--- config.mk ---
export PLATFORM = sky130hd
export DESIGN_NAME = lfo_bank_sequencer
export DESIGN_NICKNAME = d
export VERILOG_FILES = /design/src/rtl/lfo_bank_sequencer.sv
export SDC_FILE = /design/constraint.sdc
export NUM_CORES = 1
export LEC_CHECK = 0
export ABC_CLOCK_PERIOD_IN_PS = 18900
export CAP_MARGIN = 15
export CORE_MARGIN = 5
export CORE_UTILIZATION = 55
export DETAILED_ROUTE_END_ITERATION = 16
export PLACE_DENSITY = 0.73
export SLEW_MARGIN = 20
export SYNTH_ARGS = -nofsm -noshare
export SYNTH_HDL_FRONTEND = slang
export SYNTH_SLANG_ARGS = --single-unit
--- constraint.sdc ---
create_clock -name clk -period 18.9 [get_ports clk]
set_input_delay 3.78 -clock clk [delete_from_list [all_inputs] [get_ports clk]]
set_output_delay 3.78 -clock clk [all_outputs]
set_load 0.02 [all_outputs]
--- src/rtl/lfo_bank_sequencer.sv ---
// lfo_bank_sequencer: NUM_CH LFO channels share one waveform datapath and one sine ROM, swept once per sample tick.
// Optional macro LFO_BANK_SYNC_EN adds sync_in, which zeroes every phase at the next accepted tick.
module lfo_bank_sequencer #(
   parameter int NUM_CH    = 4,
   parameter int CH_W      = 2,
   parameter int INC_BASE  = 9739,
   parameter int INC_SCALE = 1894
) (
   input  logic            clk,
   input  logic            reset_n,
   input  logic            sample_tick,
   input  logic            cfg_wr,
   input  logic [CH_W-1:0] cfg_ch,
   input  logic [1:0]      cfg_sel,
   input  logic [9:0]      cfg_data,
   output logic            lut_rd,
   output logic [9:0]      lut_addr,
   input  logic [15:0]     lut_data,
   output logic            out_valid,
   output logic [CH_W-1:0] out_ch,
   output logic [9:0]      out_data,
   output logic            busy,
   output logic            overrun,
   input  logic            overrun_clr
`ifdef LFO_BANK_SYNC_EN
   ,input logic            sync_in
`endif
);
   localparam logic [1:0] IDLE = 2'd0, FETCH = 2'd1, CAPTURE = 2'd2, EMIT = 2'd3;
   logic [1:0]      state;
   logic [CH_W-1:0] ch;
   logic [31:0]     phase    [NUM_CH];
   logic [1:0]      sh_wave  [NUM_CH];
   logic [1:0]      act_wave [NUM_CH];
   logic [9:0]      sh_freq  [NUM_CH];
   logic [9:0]      act_freq [NUM_CH];
   logic [9:0]      sh_pw    [NUM_CH];
   logic [9:0]      act_pw   [NUM_CH];
   logic            start, sync_go, last, cfg_hit;
   logic [31:0]     p, p_next;
   logic [9:0]      tri_val, wave_val;
   logic            unused_lut_bits;
   assign start           = sample_tick && state == IDLE;
   assign last            = ch == CH_W'(NUM_CH - 1);
   assign cfg_hit         = cfg_wr && ({1'b0, cfg_ch} < (CH_W + 1)'(NUM_CH));
   assign p               = phase[ch];
   assign busy            = state != IDLE;
   assign lut_rd          = state == FETCH;
   assign out_valid       = state == EMIT;
   assign lut_addr        = p[31:22];
   assign unused_lut_bits = ^lut_data[5:0];
   // waveform of the current channel from its pre-advance phase, and its advanced phase
   always_comb begin
      tri_val  = p[31] ? ~p[30:21] : p[30:21];
      wave_val = act_wave[ch] == 2'd0 ? ((p[31:22] > act_pw[ch]) ? 10'd1023 : 10'd0) :
                 act_wave[ch] == 2'd1 ? tri_val :
                 act_wave[ch] == 2'd2 ? p[31:22] : lut_data[15:6];
      p_next   = p + 32'(INC_BASE) + 32'(act_freq[ch]) * 32'(INC_SCALE);
   end
`ifdef LFO_BANK_SYNC_EN
   logic sync_q;
   assign sync_go = start && (sync_q || sync_in);
   // hold a sync pulse until the next accepted tick consumes it
   always_ff @(posedge clk or negedge reset_n)
      if (!reset_n) sync_q <= 1'b0;
      else if (start) sync_q <= 1'b0;
      else if (sync_in) sync_q <= 1'b1;
`else
   assign sync_go = 1'b0;
`endif
   // channel sweep: fetch ROM, capture sample into the output register, emit and advance
   always_ff @(posedge clk or negedge reset_n)
      if (!reset_n) begin
         state    <= IDLE;
         ch       <= '0;
         out_ch   <= '0;
         out_data <= '0;
         overrun  <= 1'b0;
      end else begin
         if (sample_tick && state != IDLE) overrun <= 1'b1;
         else if (overrun_clr) overrun <= 1'b0;
         case (state)
            IDLE:    if (start) state <= FETCH;
            FETCH:   state <= CAPTURE;
            CAPTURE: begin
               state    <= EMIT;
               out_ch   <= ch;
               out_data <= wave_val;
            end
            default: begin
               state <= last ? IDLE : FETCH;
               ch    <= last ? '0 : ch + 1'b1;
            end
         endcase
      end
   // shadow config written any time; copied to active only when a sweep starts
   always_ff @(posedge clk or negedge reset_n)
      if (!reset_n) begin
         for (int i = 0; i < NUM_CH; i++) begin
            sh_wave[i]  <= '0;
            sh_freq[i]  <= '0;
            sh_pw[i]    <= '0;
            act_wave[i] <= '0;
            act_freq[i] <= '0;
            act_pw[i]   <= '0;
         end
      end else begin
         if (start)
            for (int i = 0; i < NUM_CH; i++) begin
               act_wave[i] <= sh_wave[i];
               act_freq[i] <= sh_freq[i];
               act_pw[i]   <= sh_pw[i];
            end
         if (cfg_hit)
            case (cfg_sel)
               2'd0:    sh_wave[cfg_ch] <= cfg_data[1:0];
               2'd1:    sh_freq[cfg_ch] <= cfg_data;
               2'd2:    sh_pw[cfg_ch]   <= cfg_data;
               default: ;
            endcase
      end
   // phase accumulators: zeroed by sync at sweep start, advanced after each emit
   always_ff @(posedge clk or negedge reset_n)
      if (!reset_n) begin
         for (int i = 0; i < NUM_CH; i++) phase[i] <= '0;
      end else if (sync_go) begin
         for (int i = 0; i < NUM_CH; i++) phase[i] <= '0;
      end else if (state == EMIT) begin
         phase[ch] <= p_next;
      end
endmodule

==> results.py <==
metrics = {
    "synth": {
        "synthFlopType": "dfrtp_1",
        "synth_enable_flop_cells": 0,
        "synth.yosys.seq_area_share": 0.444,
        "ys_types": 82,
        "synth_warnings": 0,
        "netlist_area_mm2": 0.0181,
        "syn_nets": 1651,
        "yosysTopAreaCell": "dfrtp_1",
        "synth_top_cell_area_share": 0.444,
        "synth-seq-cells": 321,
        "syn_inst": 1458,
        "async_reset_ff_frac": 1.00,
        "post_synth.cell_area_avg_um2": 12.4,
        "synth.top_cells.by_area": "dfrtp_1 44%, mux2_2 15%, ha_1 8.7%",
    },
    "clock_network": {
        "clock-sinks": 321,
        "cts_tree": "yes",
        "cts_setup_buffers": 0,
        "clk_path_buf_depth": 3,
        "cts_htree_levels": 2,
        "cts_made_buffers": 36,
        "root_buffer": "clkbuf_16",
        "worst_skew_pair.late_latency_ps": 520,
        "cts_hold_buf": 0,
        "cts_resized": 0,
        "cts.clk_slew.worst_paths_ps": 60,
    },
    "sta": {
        "timing_hold_violations_final": 0,
        "setup_tns_ps": 0,
        "slew_headroom": 0.238,
        "grt_setup_unrepaired": "no",
        "fin_crit_ps": 9340,
        "maxSlewViolCount": 0,
        "fmax_ghz": 0.107,
        "setup_viol": 0,
        "tightestPinTransition_ps": 1140,
        "fin_crit_sh": 0.494,
        "fin_skew_ps": 25.5,
    },
    "critical_path": {
        "reg2reg_slack_ps": 9560,
        "reg2regPathDepth": 24,
        "crit_path_start_kind": "flip-flop",
        "cp_max_fo": 32,
        "cp-end-kind": "flip-flop",
        "reg2reg_from": "ch[0]",
        "reg2reg_to": "phase[119]",
        "critPathKind": "reg -> reg",
        "crit_required_ps": 19300,
        "critical_path_arrival_ps": 9740,
    },
    "hold_path": {
        "min_from": "phase[86]",
        "hold_end": "phase[86]",
        "worst_hold_path.num_cells": 2,
        "hold_path.class": "reg -> reg",
    },
    "routing": {
        "dr.pass1.iters": 6,
        "avgViaCountPerCell": 5.84,
        "avgRoutedWirePerCell_um": 19.4,
        "vias": 11458,
        "ant_nets": 0,
        "drc": 0,
        "drt_iter0_markers": 506,
        "drt-total-wl_um": 38100,
    },
    "global_route": {
        "grt_overflow": 0,
        "grt_use_total": 0.214,
        "grt_pass1_vias": 12176,
        "grt_pass1_wl_um": 63300,
        "grt_max_degree": 100,
        "antenna_found_initial": 0,
    },
    "status": {
        "status": "complete, no violations",
    },
    "job": {
        "cap_violations": 0,
    },
    "die": {
        "start_util": 0.556,
        "dieArea_mm2": 0.0366,
        "die_h_um": 191,
        "die_w_um": 191,
        "pin_count": 61,
        "rows": 66,
        "core_mm2": 0.0325,
    },
    "placement": {
        "gp_congestion": 0.865,
        "dp_hpwl_um": 25900,
        "port_buffers": 54,
    },
    "final_layout": {
        "drive_above_1_share": 0.265,
        "multi_input_area_mm2": 0.00943,
        "num_antenna_cells": 0,
        "nNetsFinal": 1689,
        "regArea_mm2": 0.00804,
        "area_delta_synth_final_pct": 11.7,
        "n_fill_cell": 2556,
    },
}
==> cells by family after synthesis <==
family	share of synthesized area
AO/OA/AOI/OAI	0.0894
XOR/XNOR	0.0232
adder cells (fa/ha/maj)	0.123
buffers and inverters	0.0349
flip-flops	0.444
multiplexers	0.221
AND/OR/NAND/NOR	0.0650
==> cell usage in the layout (no fill, tap or decap), types with 5 or more instances in the layout <==
master / Yosys / routed
nand2b_1: 14 / 14
o211ai_1: 10 / 10
nor3_1: 13 / 13
o22a_1: 9 / 9
a21o_1: 20 / 20
o21ai_2: 5 / 5
and2_1: 7 / 7
nand2_1: 93 / 92
a21oi_1: 33 / 33
o21ai_1: 23 / 23
clkinv_2: 0 / 6
or3_1: 5 / 5
clkbuf_16: 0 / 38
xnor2_1: 29 / 29
a211oi_1: 6 / 6
nor2_1: 36 / 35
buf_4: 1 / 12
ha_1: 126 / 126
o21ai_0: 59 / 59
and3_1: 7 / 7
clkdlybuf4s50_1: 0 / 53
mux2i_1: 12 / 12
inv_1: 84 / 84
mux4_2: 52 / 52
nand3_1: 22 / 22
xor2_1: 17 / 17
clkbuf_8: 0 / 8
nor2b_1: 5 / 5
fa_1: 32 / 32
nand4_1: 8 / 8
o22ai_1: 9 / 9
o21a_1: 9 / 9
nand3b_1: 5 / 5
dfrtp_1: 321 / 319
mux2_2: 240 / 240
==> stage by stage <==
| step | hold slack (ps) | instances | instance area [µm²] | util | setup WS (ps) |
|---|---|---|---|---|---|
| after floorplan | 445 | 1458 | 18100 | - | 11190 |
| after detailed placement | 468 | 1900 | 19000 | 0.584 | 9510 |
| after global placement | 457 | 1900 | 19000 | 0.584 | 9580 |
| after global routing | 505 | 1961 | 20200 | 0.621 | 8850 |
| after CTS | 483 | 1961 | 20200 | 0.621 | 9420 |
| final | 478 | 1961 | 20200 | 0.621 | 9560 |
==> worst max-delay path by stage <==
stage,startpoint,endpoint,slack [ps],cells past startpoint
floorplan,ch[0],phase[121],11190,28
global placement,ch[0],phase[119],9580,24
detailed placement,ch[0],phase[119],9510,24
CTS,ch[0],phase[119],9420,24
global route,ch[0],phase[119],8850,24
finish,ch[0],phase[119],9560,24
==> final cells by class <==
type,count,area share
well taps,442,0.0274
flip-flops and latches,321,0.398
repair buffers,67,0.0320
multi-input cells,983,0.467
inverters,87,0.0163
clock buffers,50,0.0533
clock inverters,11,0.00619
==> registers in the layout, summed over array words and instances, names as in the netlist <==
name / cells
sh_freq: 40
out_data: 10
overrun: 1
sh_pw: 40
out_ch: 2
sh_wave: 8
ch: 2
act_freq: 40
act_wave: 8
act_pw: 40
state: 2
phase: 128
==> metal layers <==
layer / part of all wire / track usage
met1: 0.44 / 0.287
met2: 0.49 / 0.364
met3: 0.041 / 0.0323
met4: 0.028 / 0.0644
met5: 0 / 0
==> cell usage after synthesis, types with 6 or more instances <==
cell type / instances
a211oi_1: 6
a21o_1: 20
a21oi_1: 33
and2_1: 7
and3_1: 7
buf_1: 12
buf_2: 13
clkbuf_1: 38
dfrtp_1: 321
fa_1: 32
ha_1: 126
inv_1: 84
mux2_2: 240
mux2i_1: 12
mux4_2: 52
nand2_1: 93
nand2b_1: 14
nand3_1: 22
nand4_1: 8
nor2_1: 36
nor3_1: 13
o211ai_1: 10
o21a_1: 9
o21ai_0: 59
o21ai_1: 23
o22a_1: 9
o22ai_1: 9
xnor2_1: 29
xor2_1: 17
==> worst max-delay path, stage by stage, from the launching register on <==
cell,delay [ps]
dfrtp_4,840
buf_4,670
mux4_2,700
fa_1,600
xor2_1,160
ha_1,280
fa_1,510
fa_1,590
fa_1,430
ha_1,380
nand2_1,90
nor2_1,40
a211oi_1,270
a21o_1,200
nand2_1,100
a21o_1,190
a21oi_1,320
ha_1,310
ha_1,400
a21oi_1,670
o21bai_1,240
o21ai_0,340
a21boi_2,340
a211oi_1,200
o31a_1,320
Power is left out: the tool's default activity adds up to more than one toggle a clock period on the data nets, which glitch-free logic cannot reach.
